[src/rtl/elevator_call_ctrl.sv]
// Floor-call scheduler with a collective (SCAN) policy. It captures button presses into a
// pending-request bitmap, moves the car one floor per TRAVEL_CYCLES and holds the door open
// for DOOR_CYCLES. The `call` output is high while the car is moving.
// Optional feature: define ELEVATOR_CALL_SYNC_EN to place a two-flop synchronizer ahead of
// button edge detection (press-to-req latency becomes 3 edges instead of 1).
module elevator_call_ctrl #(
  parameter int unsigned FLOORS        = 4,
  parameter int unsigned TRAVEL_CYCLES = 3,
  parameter int unsigned DOOR_CYCLES   = 4,
  localparam int unsigned FW           = $clog2(FLOORS)
) (
  input  logic              clk,
  input  logic              reset,
  input  logic [FLOORS-1:0] btn,
  output logic [FLOORS-1:0] req,
  output logic [FW-1:0]     floor,
  output logic              dir_up,
  output logic              door_open,
  output logic              call
);

  localparam int unsigned TMax = (TRAVEL_CYCLES > DOOR_CYCLES) ? TRAVEL_CYCLES : DOOR_CYCLES;
  localparam int unsigned TW   = (TMax > 1) ? $clog2(TMax) : 1;

  localparam logic [TW-1:0] TravelLast = TW'(TRAVEL_CYCLES - 1);
  localparam logic [TW-1:0] DoorLast   = TW'(DOOR_CYCLES - 1);
  localparam logic [FW-1:0] TopFloor   = FW'(FLOORS - 1);

`ifdef ELEVATOR_CALL_SYNC_EN
  localparam int unsigned ArmDepth = 3;
`else
  localparam int unsigned ArmDepth = 1;
`endif

  typedef enum logic [1:0] {StIdle, StMove, StArrive, StDoor} state_e;

  state_e            state;
  logic [TW-1:0]     timer;
  logic [FLOORS-1:0] btn_s;
  logic [FLOORS-1:0] btn_q;
  logic [ArmDepth-1:0] arm_q;
  logic              armed;

  logic [FLOORS-1:0] rise;
  logic [FLOORS-1:0] here;
  logic [FLOORS-1:0] above;
  logic [FLOORS-1:0] below;
  logic [FLOORS-1:0] set_mask;
  logic [FLOORS-1:0] req_d;
  logic              req_here;
  logic              req_ahead;
  logic              absorb;
  logic              clr_here;

`ifdef ELEVATOR_CALL_SYNC_EN
  logic [FLOORS-1:0] sync1;
  logic [FLOORS-1:0] sync2;

  // Two-flop synchronizer for asynchronous button levels
  always_ff @(posedge clk) begin
    if (!reset) begin
      sync1 <= '0;
      sync2 <= '0;
    end else begin
      sync1 <= btn;
      sync2 <= sync1;
    end
  end

  assign btn_s = sync2;
`else
  assign btn_s = btn;
`endif

  // Button history for rise detection; arm_q masks rises until the history is valid, so
  // buttons held through reset do not turn into phantom calls
  always_ff @(posedge clk) begin
    if (!reset) begin
      btn_q <= '0;
      arm_q <= '0;
    end else begin
      btn_q <= btn_s;
      arm_q <= (arm_q << 1) | ArmDepth'(1);
    end
  end

  assign armed = arm_q[ArmDepth-1];

  // Press decode, direction look-ahead and next request bitmap
  always_comb begin
    rise  = btn_s & ~btn_q & {FLOORS{armed}};
    here  = '0;
    here[floor] = 1'b1;
    above = '0;
    below = '0;
    for (int unsigned i = 0; i < FLOORS; i++) begin
      above[i] = (i > 32'(floor));
      below[i] = (i < 32'(floor));
    end
    req_here  = |(req & here);
    req_ahead = dir_up ? |(req & above) : |(req & below);
    // A press on the car's own floor is served on the spot when the car is parked or open
    absorb    = |(rise & here) && ((state == StIdle) || (state == StDoor));
    set_mask  = absorb ? (rise & ~here) : rise;
    clr_here  = ((state == StIdle) && (absorb || req_here)) ||
                ((state == StArrive) && req_here);
    // Clear first, then set: a fresh non-absorbed press on this floor survives the clear
    req_d     = (req & ~(clr_here ? here : '0)) | set_mask;
  end

  // Car FSM: state, timer, position, direction and registered outputs
  always_ff @(posedge clk) begin
    if (!reset) begin
      state     <= StIdle;
      timer     <= '0;
      req       <= '0;
      floor     <= '0;
      dir_up    <= 1'b1;
      door_open <= 1'b0;
      call      <= 1'b0;
    end else begin
      req <= req_d;
      unique case (state)
        StIdle: begin
          timer <= '0;
          if (absorb || req_here) begin
            state     <= StDoor;
            door_open <= 1'b1;
          end else if (|req) begin
            // Nothing ahead means everything pending lies behind: turn around
            if (!req_ahead) begin
              dir_up <= ~dir_up;
            end
            state <= StMove;
            call  <= 1'b1;
          end
        end
        StMove: begin
          if (timer == TravelLast) begin
            timer <= '0;
            floor <= dir_up ? (floor + FW'(1)) : (floor - FW'(1));
            state <= StArrive;
            call  <= 1'b0;
          end else begin
            timer <= timer + TW'(1);
          end
        end
        StArrive: begin
          timer <= '0;
          if (req_here) begin
            state     <= StDoor;
            door_open <= 1'b1;
          end else if (req_ahead) begin
            state <= StMove;
            call  <= 1'b1;
          end else begin
            state <= StIdle;
          end
        end
        StDoor: begin
          if (timer == DoorLast) begin
            timer     <= '0;
            state     <= StIdle;
            door_open <= 1'b0;
          end else begin
            timer <= timer + TW'(1);
          end
        end
        default: begin
          state     <= StIdle;
          timer     <= '0;
          door_open <= 1'b0;
          call      <= 1'b0;
        end
      endcase
    end
  end

`ifndef SYNTHESIS
  // The car never steps past the end floors
  step_in_bounds: assert property (@(posedge clk) disable iff (!reset)
    ((state == StMove) && (timer == TravelLast)) |->
      (dir_up ? (floor != TopFloor) : (floor != '0)));
`endif

endmodule
[config.mk]
export PLATFORM = sky130hd
export DESIGN_NAME = elevator_call_ctrl
export DESIGN_NICKNAME = d
export VERILOG_FILES = /design/src/rtl/elevator_call_ctrl.sv
export SDC_FILE = /design/constraint.sdc
export NUM_CORES = 1
export LEC_CHECK = 0
export ABC_CLOCK_PERIOD_IN_PS = 4400
export BUFFER_PORTS_ARGS = -buffer_cell sky130_fd_sc_hd__buf_2
export CAP_MARGIN = 5
export CORE_UTILIZATION = 60
export DETAILED_ROUTE_END_ITERATION = 16
export PLACE_DENSITY = 0.88
export SETUP_SLACK_MARGIN = 0.5
export SLEW_MARGIN = 20
export SYNTH_ARGS = -nofsm -noshare
export SYNTH_HDL_FRONTEND = slang
export SYNTH_SLANG_ARGS = --single-unit
[constraint.sdc]
create_clock -name clk -period 4.4 [get_ports clk]
set_input_delay 0.44 -clock clk [delete_from_list [all_inputs] [get_ports clk]]
set_output_delay 0.44 -clock clk [all_outputs]
set_load 0.05 [all_outputs]
==> Yosys cells after proc, flatten, opt, wreduce, memory -nomap -nowiden <==
Index checks and enable logic that the tools add are counted.
{ "op_classes": {"n_lt_le_gt_ge": 8, "n_eq_ne": 14, "n_addsub": 3, "mux": 27, "reduce_logical": 21, "bitwise_logic": 15} }
{ "op_table": {"columns": ["op", "n"], "rows": [
  ["$and A4 B4 Y4", 7],
  ["$reduce_or A4 Y1", 5],
  ["$mux W2", 8],
  ["$mux W1", 12],
  ["$not A4 Y4", 3],
  ["$ne A2 B2 Y1 const B", 5],
  ["$eq A2 B2 Y1 const B", 4],
  ["$mux W4", 2],
  ["$pmux W2 S4", 1],
  ["$reduce_and A4 Y1", 2],
  ["$ne A2 B1 Y1 const B", 3],
  ["$pmux W1 S3", 2],
  ["$pmux W2 S3", 1],
  ["$reduce_and A6 Y1", 1],
  ["$reduce_bool A3 Y1", 2],
  ["$add A2 B1 Y2 const B", 2],
  ["$and A4 B3 Y4", 1],
  ["$gt A2 B2 Y1 const A", 2],
  ["$logic_and A1 B1 Y1", 4],
  ["$lt A1 B2 Y1 const A", 2],
  ["$or A4 B4 Y4", 1],
  ["$logic_or A1 B1 Y1", 3],
  ["$lt A2 B3 Y1 const B", 1],
  ["$ne A3 B1 Y1 const B", 1],
  ["11 further kinds", 13]
]} }
{ "word_totals": {"wordCells": 97, "out_inout_bits": 9, "reg_bits": 18} }

==> Depth between registers and ports, before layout <==
{ "logic_depth": {"ltp_word": 14, "ltp_mapped": 7} }

==> Worst setup path after synthesis <==
Ideal clock, no wire load.
{ "synth_timing": {"path_type": "register -> register", "startpoint": "register floor[0]", "endpoint": "register call", "path_stages_with_launch": 8, "synth_period_minus_slack_ns": 2.384, "slack_ns": 2.016, "n_path_buf": 0, "t_required_ns": 4.284, "setup_ns": 0.116, "arrival_time_ns": 2.267, "cell_sequence": "dfxtp_1 > inv_1 > ha_1 > and4b_4 > o41ai_4 > a22o_4 > a31oi_1 > a41o_1"} }
{ "synth_between": {"elab_chain_len": 10, "word_cells_on_any_way": 26} }
{ "synth_lines": {"columns": ["item", "line", "rtl"], "rows": [
  ["start: declaration", "16", "output logic [FW-1:0] floor,"],
  ["start signal: assignment", "141", "floor <= dir_up ? (floor + FW'(1)) : (floor - FW'(1));"],
  ["$lt A2 B3 Y1 (not written as such) or $ge A2 B1 Y1 (tied branches)", "93", "here[floor] = 1'b1;"],
  ["$logic_and A1 B1 Y1 (not written as such)", "93", null],
  ["$mux W1 (not written as such)", "93", null],
  ["$demux W1 S2", "93", null],
  ["$and A4 B4 Y4", "103", "absorb = |(rise & here) && ((state == StIdle) || (state == StDoor));"],
  ["$reduce_or A4 Y1", "103", null],
  ["$logic_and A1 B1 Y1", "103", null],
  ["$logic_or A1 B1 Y1", "126", "if (absorb || req_here) begin"],
  ["$ne A2 B2 Y1 (no line)", null, null],
  ["$reduce_and A6 Y1 (no line) (*)", null, null],
  ["end signal: assignment", "120", "call <= 1'b0;"],
  ["end signal: assignment", "135", "call <= 1'b1;"],
  ["end signal: assignment", "143", "call <= 1'b0;"],
  ["end: declaration", "19", "output logic call"]
]} }
Every way passes the cells marked *; elsewhere a longest branch is shown, timed or not.
A chain may end at the register's enable or synchronous reset.

==> Worst setup path in the final report <==
{ "layout_timing": {"startpoint": "register floor[1]", "endpoint": "register call"} }
Same word-level chain as after synthesis.

==> impl_metrics.ini <==
[layout]
fin_nets = 165
synthToLayoutAreaGrowth_pct = 11.5
antenna_cells = 0
fillers = 143
layout-drive-gt1-share_pct = 15.1
fin_util_pct = 72.1

[pwr]
ir_worst_vdd_mv = 0.393
switchingPower_mw = 0.293
p_int_mw = 0.361
seqPwrFrac_pct = 34.6
leakage_nw = 0.542
power.share.clock_pct = 15.9
power_density_mw_per_mm2 = 520
p_sw_share_pct = 44.8
p_comb_share_pct = 49.5

[yosys]
synthSimpleGateAreaFrac_pct = 24.1
ys_warn_count = 0
synth_mux_area_share_pct = 0
ys.flop_type = dfxtp_1
synth-edff-count = 0
synth_fa_ha_area_share_pct = 13.3
synth_nets = 148
ys_seq_area_share_pct = 31.9
synth-xor-area-share_pct = 1.55
synth.distinct_cells = 36
syn_inst = 130
synth.avg_cell_area_um2 = 8.68
synth_compound_area_share_pct = 23.5
syn_area_mm2 = 0.00113
async_flop_share_pct = 0
synth_top_family_by_area = simple AND/OR/NAND/NOR gates
ys_seq_elements = 18

[run_status]
outcome = finished, final reports clean

[timing]
skew_ns = 0.00343
fmax_mhz = 447
worst_pin_slew_ns = 0.600
slew_violations = 0
finalSetupViolCount = 0
timing.final.crit_share_pct = 50.9
rsz0062_at_grt = false
relSlewSlack_pct = 59.6
hold_viol = 0
setup_tns_ns = 0
period_minus_slack_ns = 2.24

[route]
ant_nets = 0
vias = 1063
routed_wl_mm = 2.68
wl_per_cell_um = 15.7
drc = 0
drt_first_iter_violations = 55
vias_per_cell = 6.22
drtPass1Iterations = 4

[setup_path]
critPathCaptureType = flop
crit_family = compound AO/OA/AOI/OAI gates
crit_type = flop to flop
arrival_ns = 2.44
critPathBufInv = 1
cp_slowest_cell = o41ai_4
worst-path-max-fanout = 7
crit_chain = inv_1, ha_1, and4b_4, o41ai_4, a22o_4, a31oi_1, a41o_1
crit_path_start_kind = flop
cp.required_ns = 4.60
slowest_delay_ns = 0.52

[floorplan]
die_area_mm2 = 0.00206
rows = 15
coreArea_mm2 = 0.00175
die_w_um = 45.4
num_io_pins = 15
start_util_pct = 64.7
die_h_um = 45.4

[clock_tree]
root_buffer = clkbuf_4
cts_max_level = 1
cts_num_sinks = 18
clock_latency_ns = 0.30
cts_hold_buf = 0
cts_tree = built
cts_inserted_buffers = 3
cts_setup_buffers = 0
postCtsResizedCells = 0
path_clk_slew_ns = 0.11
clockBufferDepth = 2

[placed_design]
routabilityCongestion = 0.830
io_buffers = 14
hpwl_mm = 2.02

[grt]
grtUsageTotal_pct = 29.8
grt_pass1_vias = 1021
grt_pass1_wl_mm = 4.41
grt_overflow = 0
antenna_found_initial = 0
grt_max_degree = 12

[job]
cap_violations = 0

[min_path]
hold_class = primary input to flop
cells by family after synthesis:
kind of cell | Yosys count
AND/OR/NAND/NOR | 47
AO/OA/AOI/OAI | 34
flip-flops | 18
buffers and inverters | 17
adder cells (fa/ha/maj) | 12
XOR/XNOR | 2
state kept, by name (all words and copies together) (netlist names):
register   count
call           1
state          2
timer          2
btn_q          4
arm_q          1
dir_up         1
floor          2
req            4
door_open      1
power groups by stage:
stage | logic [mW] | registers (mW) | clock network, mW
2_1_floorplan | 0.200 | 0.274 | 0
3_3_place_gp | 0.303 | 0.226 | 0
3_5_place_dp | 0.317 | 0.229 | 0
4_1_cts | 0.318 | 0.226 | 0.106
5_1_grt | 0.353 | 0.231 | 0.114
6_report | 0.324 | 0.227 | 0.104
synth_stat cells, types with 3 or more instances:
library cell	count	area, um2
dfxtp_1	18	360
o21ai_1	4	20.0
nor3_1	3	15.0
ha_1	12	150
nand2_1	14	52.6
and2_1	4	25.0
a31oi_1	5	31.3
nand3_1	3	15.0
nor2_1	5	18.8
a21oi_1	7	35.0
nand2b_1	4	25.0
inv_1	15	56.3
layout by cell type, fill, tap and decap left out:
| cell | count |
|---|---|
| or2_1 | 1 |
| buf_2 | 14 |
| o31ai_1 | 1 |
| nand4b_1 | 1 |
| o21ai_0 | 2 |
| and4b_4 | 2 |
| nand4_1 | 2 |
| o211a_1 | 1 |
| and3b_1 | 2 |
| and4b_1 | 2 |
| a221oi_1 | 2 |
| clkbuf_8 | 1 |
| xnor2_1 | 2 |
| o221a_1 | 1 |
| dfxtp_1 | 18 |
| a41o_1 | 1 |
| and2_1 | 4 |
| nor3_1 | 3 |
| o41ai_4 | 1 |
| o21bai_1 | 2 |
| nor4_1 | 2 |
| nand3_1 | 3 |
| a22o_4 | 1 |
| ha_1 | 12 |
| inv_1 | 15 |
| a21oi_1 | 7 |
| nand2b_1 | 4 |
| a22o_1 | 2 |
| a211oi_1 | 1 |
| o2111ai_1 | 2 |
| o21ai_1 | 4 |
| and4_1 | 1 |
| nor2_1 | 5 |
| a31oi_1 | 5 |
| nand2_1 | 14 |
| clkbuf_4 | 3 |
| nor2b_1 | 1 |
| a32o_1 | 1 |
final cells by class:
| class | instances | area [um2] | share of cell area (%) |
|---|---|---|---|
| clock buffer | 4 | 36.3 | 2.88 |
| inverter | 15 | 56.3 | 4.47 |
| multi-input combinational | 95 | 704 | 56.0 |
| sequential | 18 | 360 | 28.6 |
| tap | 25 | 31.3 | 2.49 |
| timing repair buffer | 14 | 70.1 | 5.57 |
per-layer routing:
metal  wire, um  vias up  track usage [%]
met5          0        -                0
met4         46        0             12.7
met3        175       10             7.14
met2       1330       50             51.6
met1       1120      504             35.0
li1           -      499                -
worst paths after layout:
kind	from	end	slack, ns	depth (start not counted)
setup / recovery	floor[1]$_SDFFE_PN0P_	call$_SDFFE_PN0P_	2.16	7
hold / removal	btn[3]	btn_q[3]$_SDFF_PN0_	0.37	2
setup reg to reg	floor[1]$_SDFFE_PN0P_	call$_SDFFE_PN0P_	2.16	7
hold reg to reg	door_open$_SDFFE_PN0P_	door_open$_SDFFE_PN0P_	0.51	1
metrics by stage:
step	hold slack, ns	power, mW	setup slack (ns)	cell area [um2]	std cells
finish	0.371	0.654	2.16	1260	171
global route	0.370	0.697	2.05	1260	171
CTS	0.362	0.649	2.18	1260	171
detailed placement	0.493	0.546	2.19	1220	167
global placement	0.474	0.529	2.33	1220	167
floorplan	0.468	0.474	2.02	1130	130
Power figures use the tool's default switching activity.
